File: src/rtl/adxl_frame_sched.sv
// rtl/adxl_frame_sched.sv - ADXL345 link sequencer: SPI config/sample reads, UART frame out
// Frame on UART: SYNC, DATAX0..DATAZ1, 8-bit wrap-around sum of the six data bytes.
module adxl_frame_sched #(
  parameter int unsigned CLKS_PER_SAMPLE = 500000,
  parameter logic [7:0]  SYNC_BYTE       = 8'hCC,
  parameter logic [15:0] CFG0_WORD       = 16'h2D08,
  parameter logic [15:0] CFG1_WORD       = 16'h310B,
  parameter logic [5:0]  DATA_BASE       = 6'h32
) (
  input  logic        i_Clock,
  input  logic        i_Reset,
  input  logic        i_enable,
  output logic        o_spi_go,
  output logic        o_spi_read,
  output logic [15:0] o_spi_word,
  input  logic        i_spi_busy,
  input  logic [7:0]  i_spi_rdata,
  output logic        o_uart_start,
  output logic [7:0]  o_uart_data,
  input  logic        i_uart_busy,
  output logic        o_frame_done,
  output logic        o_overrun,
  output logic        o_cfg_done
);

  localparam int unsigned TW = (CLKS_PER_SAMPLE > 2) ? $clog2(CLKS_PER_SAMPLE) : 1;
  localparam logic [TW-1:0] TIMER_LAST = TW'(CLKS_PER_SAMPLE - 1);

  typedef enum logic [3:0] {
    CFG0, CFG0_W, CFG1, CFG1_W, IDLE, RD, RD_W,
    TX_SYNC, TX_SYNC_W, TX_D, TX_D_W, TX_SUM, TX_SUM_W
  } state_t;

  state_t      state_q;
  logic [TW-1:0] timer_q, timer_d;
  logic        tick;
  logic [2:0]  idx_q;
  logic [7:0]  data_q [6];
  logic [7:0]  sum_q;
  logic        seen_q;
  logic        spi_go_q, spi_read_q, uart_start_q, frame_done_q, overrun_q, cfg_done_q;
  logic [15:0] spi_word_q;
  logic [7:0]  uart_data_q;
  logic        spi_done, uart_done;

  always_comb begin
    tick    = (timer_q == TIMER_LAST);
    timer_d = tick ? '0 : timer_q + 1'b1;
  end

  always_ff @(posedge i_Clock or posedge i_Reset) begin
    if (i_Reset) timer_q <= '0;
    else         timer_q <= timer_d;
  end

  // seen_q is shared: SPI and UART phases never overlap
  assign spi_done  = seen_q & ~i_spi_busy;
  assign uart_done = seen_q & ~i_uart_busy;

  function automatic logic [15:0] rd_word(input logic [2:0] k);
    logic [5:0] a;
    a = DATA_BASE + {3'b000, k};
    return {2'b10, a, 8'h00};
  endfunction

  always_ff @(posedge i_Clock or posedge i_Reset) begin
    if (i_Reset) begin
      state_q      <= CFG0;
      idx_q        <= '0;
      sum_q        <= '0;
      seen_q       <= 1'b0;
      spi_go_q     <= 1'b0;
      spi_read_q   <= 1'b0;
      spi_word_q   <= '0;
      uart_start_q <= 1'b0;
      uart_data_q  <= '0;
      frame_done_q <= 1'b0;
      overrun_q    <= 1'b0;
      cfg_done_q   <= 1'b0;
      for (int i = 0; i < 6; i++) data_q[i] <= '0;
    end else begin
      spi_go_q     <= 1'b0;
      uart_start_q <= 1'b0;
      frame_done_q <= 1'b0;
      if (tick && state_q != IDLE) overrun_q <= 1'b1;
      case (state_q)
        CFG0: if (!i_spi_busy) begin
          spi_go_q   <= 1'b1;
          spi_read_q <= 1'b0;
          spi_word_q <= CFG0_WORD;
          seen_q     <= 1'b0;
          state_q    <= CFG0_W;
        end
        CFG0_W: begin
          if (i_spi_busy) seen_q <= 1'b1;
          if (spi_done) state_q <= CFG1;
        end
        CFG1: if (!i_spi_busy) begin
          spi_go_q   <= 1'b1;
          spi_read_q <= 1'b0;
          spi_word_q <= CFG1_WORD;
          seen_q     <= 1'b0;
          state_q    <= CFG1_W;
        end
        CFG1_W: begin
          if (i_spi_busy) seen_q <= 1'b1;
          if (spi_done) begin
            cfg_done_q <= 1'b1;
            state_q    <= IDLE;
          end
        end
        // first read goes out straight from IDLE so the tick-to-go latency is one cycle
        IDLE: if (tick && i_enable) begin
          idx_q <= '0;
          if (!i_spi_busy) begin
            spi_go_q   <= 1'b1;
            spi_read_q <= 1'b1;
            spi_word_q <= rd_word(3'd0);
            seen_q     <= 1'b0;
            state_q    <= RD_W;
          end else begin
            state_q <= RD;
          end
        end
        RD: if (!i_spi_busy) begin
          spi_go_q   <= 1'b1;
          spi_read_q <= 1'b1;
          spi_word_q <= rd_word(idx_q);
          seen_q     <= 1'b0;
          state_q    <= RD_W;
        end
        RD_W: begin
          if (i_spi_busy) seen_q <= 1'b1;
          if (spi_done) begin
            data_q[idx_q] <= i_spi_rdata;
            sum_q         <= sum_q + i_spi_rdata;
            if (idx_q == 3'd5) begin
              idx_q   <= '0;
              state_q <= TX_SYNC;
            end else begin
              idx_q   <= idx_q + 3'd1;
              state_q <= RD;
            end
          end
        end
        TX_SYNC: if (!i_uart_busy) begin
          uart_start_q <= 1'b1;
          uart_data_q  <= SYNC_BYTE;
          seen_q       <= 1'b0;
          state_q      <= TX_SYNC_W;
        end
        TX_SYNC_W: begin
          if (i_uart_busy) seen_q <= 1'b1;
          if (uart_done) state_q <= TX_D;
        end
        TX_D: if (!i_uart_busy) begin
          uart_start_q <= 1'b1;
          uart_data_q  <= data_q[idx_q];
          seen_q       <= 1'b0;
          state_q      <= TX_D_W;
        end
        TX_D_W: begin
          if (i_uart_busy) seen_q <= 1'b1;
          if (uart_done) begin
            if (idx_q == 3'd5) begin
              state_q <= TX_SUM;
            end else begin
              idx_q   <= idx_q + 3'd1;
              state_q <= TX_D;
            end
          end
        end
        TX_SUM: if (!i_uart_busy) begin
          uart_start_q <= 1'b1;
          uart_data_q  <= sum_q;
          seen_q       <= 1'b0;
          state_q      <= TX_SUM_W;
        end
        TX_SUM_W: begin
          if (i_uart_busy) seen_q <= 1'b1;
          if (uart_done) begin
            frame_done_q <= 1'b1;
            sum_q        <= '0;
            state_q      <= IDLE;
          end
        end
        default: state_q <= CFG0;
      endcase
    end
  end

  assign o_spi_go     = spi_go_q;
  assign o_spi_read   = spi_read_q;
  assign o_spi_word   = spi_word_q;
  assign o_uart_start = uart_start_q;
  assign o_uart_data  = uart_data_q;
  assign o_frame_done = frame_done_q;
  assign o_overrun    = overrun_q;
  assign o_cfg_done   = cfg_done_q;

endmodule

File: config.mk
export PLATFORM = sky130hd
export DESIGN_NAME = adxl_frame_sched
export DESIGN_NICKNAME = d
export VERILOG_FILES = /design/src/rtl/adxl_frame_sched.sv
export SDC_FILE = /design/constraint.sdc
export NUM_CORES = 1
export LEC_CHECK = 0
export ABC_AREA = 1
export ABC_CLOCK_PERIOD_IN_PS = 11150
export CORE_MARGIN = 3
export CORE_UTILIZATION = 63
export CTS_BUF_LIST = sky130_fd_sc_hd__clkbuf_16
export CTS_CLUSTER_SIZE = 28
export DETAILED_ROUTE_END_ITERATION = 10
export PLACE_DENSITY = 0.93
export SLEW_MARGIN = 30
export SYNTH_ARGS = -nofsm -noshare
export SYNTH_HDL_FRONTEND = slang
export SYNTH_SLANG_ARGS = --single-unit
File: constraint.sdc
create_clock -name i_Clock -period 11.15 [get_ports i_Clock]
set_clock_uncertainty 0.05 [all_clocks]
set_input_delay 3.345 -clock i_Clock [delete_from_list [all_inputs] [get_ports i_Clock]]
set_output_delay 3.345 -clock i_Clock [all_outputs]
set_load 0.03 [all_outputs]
==> flow_metrics.env <==
export IMPL_timing_hold_worst_endpoint="o_spi_word[10]"
export IMPL_grt_pass1_vias=4737
export IMPL_htreeDepth=3
export IMPL_worstReg2RegEnd="idx_q[2]"
export IMPL_post_drt_wl_per_cell_um=15.67
export IMPL_period_share_pct=43.59
export IMPL_outcome="finished, final reports clean"
export IMPL_yosys_cell_count_top_type="nand2_1"
export IMPL_antenna_found_initial=0
export IMPL_yosys_register_bits=106
export IMPL_detail_route_iter0_violations=447
export IMPL_worst_skew_pair_late_latency_ns=0.34
export IMPL_grt_max_degree=63
export IMPL_worst_path_dominant_cell_family="buffers and inverters"
export IMPL_drive_gt1_share_pct=7.347
export IMPL_powerDensity_mw_per_mm2=216.2
export IMPL_detailroute_via_count=4916
export IMPL_grt_first_pass_wirelength_mm=22.32
export IMPL_criticalPathCategory="input pin to register"
export IMPL_timing_fmax_ghz=0.2057
export IMPL_area_growth_synth_to_final_pct=10.90
export IMPL_cts_tree="yes"
export IMPL_hpwl_mm=9.242
export IMPL_netlist_instances=700
export IMPL_layout_filler_cells=606
export IMPL_synth_top_cells_by_count="nand2_1, dfrtp_1, nor2_1"
export IMPL_cpMaxStageDelayCell="clkdlybuf4s50_1"
export IMPL_die_width_um=101.0
export IMPL_timing_critical_path_required_ns=11.35
export IMPL_ys_dominant_reg_cell="dfrtp_1"
export IMPL_min_delay_path_class="register to register"
export IMPL_cp_data_arrival_time_ns=5.06
export IMPL_worstSetupStartpointType="input pin"
export IMPL_final_net_count=759
export IMPL_cts_buffers=9
export IMPL_worst_hold_slack_ns=0.4318
export IMPL_cpPeakStageDelay_ns=0.49
export IMPL_synth_edff_count=0
export IMPL_post_cts_resized_instances=0
export IMPL_timing_max_cap_violations=0
export IMPL_cellLeakagePower_nw=3.080
export IMPL_worst_r2r_path_depth=10
export IMPL_number_of_distinct_standard_cells_referenced_by_the_synthesized_netlist=42
export IMPL_r2r_start="idx_q[1]"
export IMPL_crit_path_cell_trace="clkdlybuf4s50_1 > ha_1 > inv_1 > fa_1 > inv_1 > a31oi_1 > nand2_1 > nand2_1 > o21ai_0"
export IMPL_cts_buffer_depth=2
export IMPL_port_buffers=36
export IMPL_hold_path_depth=2
export IMPL_ant_nets=0
export IMPL_design_power_total_w=0.001363
export IMPL_holdCritStartpoint="o_spi_word[10]"
export IMPL_synth_sequential_area_ratio_pct=46.68
export IMPL_design_core_area_mm2=0.008721
export IMPL_synth_top_area_share_pct=46.68
export IMPL_synthesis_area_per_instance_um2=8.119
export IMPL_worstPathMaxFanout=4
export IMPL_grt_setup_unrepaired="no"
export IMPL_clock_sink_count=106
export IMPL_reg2reg_slack_ns=8.69
export IMPL_drt_vias_per_instance=5.832
export IMPL_critical_path_buf_inv_count=3
export IMPL_final_design_area_no_fill_mm2=0.006302
export IMPL_grt_usage_pct=27.42
export IMPL_placement_rows=34
export IMPL_drcViolationCount=0
export IMPL_place_congestion=0.9455
export IMPL_detailed_place_area_mm2=0.006041
export IMPL_global_route_overflow_total=0
export IMPL_hold_viol=0
export IMPL_async_reset_ff_share_pct=100.0
export IMPL_max_slew_violation_count=0
export IMPL_detail_route_first_pass_iterations=6
export IMPL_antenna_cells_inserted=0
export IMPL_cts_hold_buffers_added=0
export IMPL_synth_largest_area_cell="dfrtp_1"
export IMPL_timing_slew_headroom_pct=49.22
export IMPL_irDropWorstVdd_mv=0.1170
export IMPL_yosys_top_cells_area="dfrtp_1, nand2_1, nor2_1, o21ai_1, o21ai_0"
export IMPL_finalWorstPathRequiredPeriod_ns=4.860
export IMPL_chipHeight_um=101.0
export IMPL_seq_area_mm2=0.002653
export IMPL_post_cts_setup_buffer_count=0
export IMPL_drt_wl_total_mm=13.21
export IMPL_total_die_area_mm2=0.01020
export IMPL_actual_transition_at_the_worst_max_transition_pin_ns=0.7617
export IMPL_clock_transition_at_the_register_clock_pins_on_the_worst_setup_and_hold_paths_after_cts_ns=0.07
export IMPL_floorplan_initialDensity_pct=65.16
export IMPL_fin_setup_tns_ns=0
export IMPL_clock_root_cell="clkbuf_16"
export IMPL_yosysWarnings=0
export IMPL_post_layout_nonfiller_instances=843
export IMPL_boundaryPins=43
export IMPL_setup_violations=0
export IMPL_critPathCaptureType="register"
export IMPL_placedCellCount=828
export IMPL_multi_input_area_mm2=0.002620
export IMPL_mappedNetlistArea_mm2=0.005683
==> layout make-up <==
type	instances	share of cell area [%]
tap	108	2.144
multi-input combinational	508	41.57
clock inverter	6	0.5757
inverter	68	4.090
sequential	106	42.09
timing repair buffer	38	5.956
clock buffer	9	3.574
==> metrics by stage <==
stage / util [%] / worst slack (ns)
floorplan: - / 4.966
global route: 72.27 / 6.174
CTS: 72.27 / 6.340
global placement: 69.27 / 6.059
finish: 72.27 / 6.290
detailed placement: 69.27 / 6.000
==> power breakdown <==
part / switching, W / internal (W)
combinational: 0.000353 / 0.000192
clock: 0.000138 / 0.000149
sequential: 0.0000661 / 0.000464
total: 0.000558 / 0.000805
==> layer usage <==
layer,global-route usage [%],up-vias,share of wire [%]
met2,46.84,217,51
met4,8.282,0,2.1
met3,5.398,35,7.3
met5,0,-,0
met1,35.39,2342,40
li1,-,2322,-
==> registers in the layout, indices dropped and copies added, names as in the netlist, 3 cells and up <==
name,count
data_q,48
timer_q,19
o_spi_word,9
o_uart_data,8
sum_q,8
state_q,4
idx_q,3
==> cells in the final DEF, fill, tap and decap left out, types with 8 or more instances in the layout <==
cell | synthesis | layout
a21oi_1 | 25 | 25
nand4_1 | 9 | 9
inv_2 | 10 | 10
nor2_1 | 73 | 73
dfrtp_1 | 106 | 106
clkbuf_16 | 0 | 9
nand3_1 | 23 | 23
clkdlybuf4s50_1 | 0 | 36
xor2_1 | 13 | 13
ha_1 | 14 | 14
o21ai_2 | 9 | 9
o21ai_0 | 43 | 43
o21a_1 | 8 | 8
inv_1 | 57 | 59
nor3_1 | 10 | 10
o21ai_1 | 48 | 48
nand2_1 | 192 | 192
==> tightest hold or removal path, stage by stage (launching register included) <==
cell and delay (ns):
dfrtp_1 0.35, nand2_1 0.05, nand2_1 0.05
==> kinds of logic after synthesis <==
kind of cell / after synthesis / share of synthesized area (%)
xor+xnor: 17 / 2.620
buf+inv: 91 / 7.552
simple gates: 326 / 25.45
compound gates: 144 / 14.20
other cells: 1 / 0.06599
flops: 106 / 46.68
fa+ha+maj: 15 / 3.435
==> how the worst max path moves through the flow <==
stage                           end  slack, ns  cells after the start      startpoint
after global placement     sum_q[6]       6.06                      8  i_spi_rdata[1]
final                      sum_q[4]       6.29                      9  i_spi_rdata[0]
after CTS                  sum_q[4]       6.34                      9      i_spi_busy
after detailed placement   sum_q[6]       6.00                      8  i_spi_rdata[1]
after global routing       sum_q[5]       6.17                      9      i_spi_busy
after floorplan           data_q[0]       4.97                      1         i_Reset
Note: power is estimated with default switching activity, not from simulation.
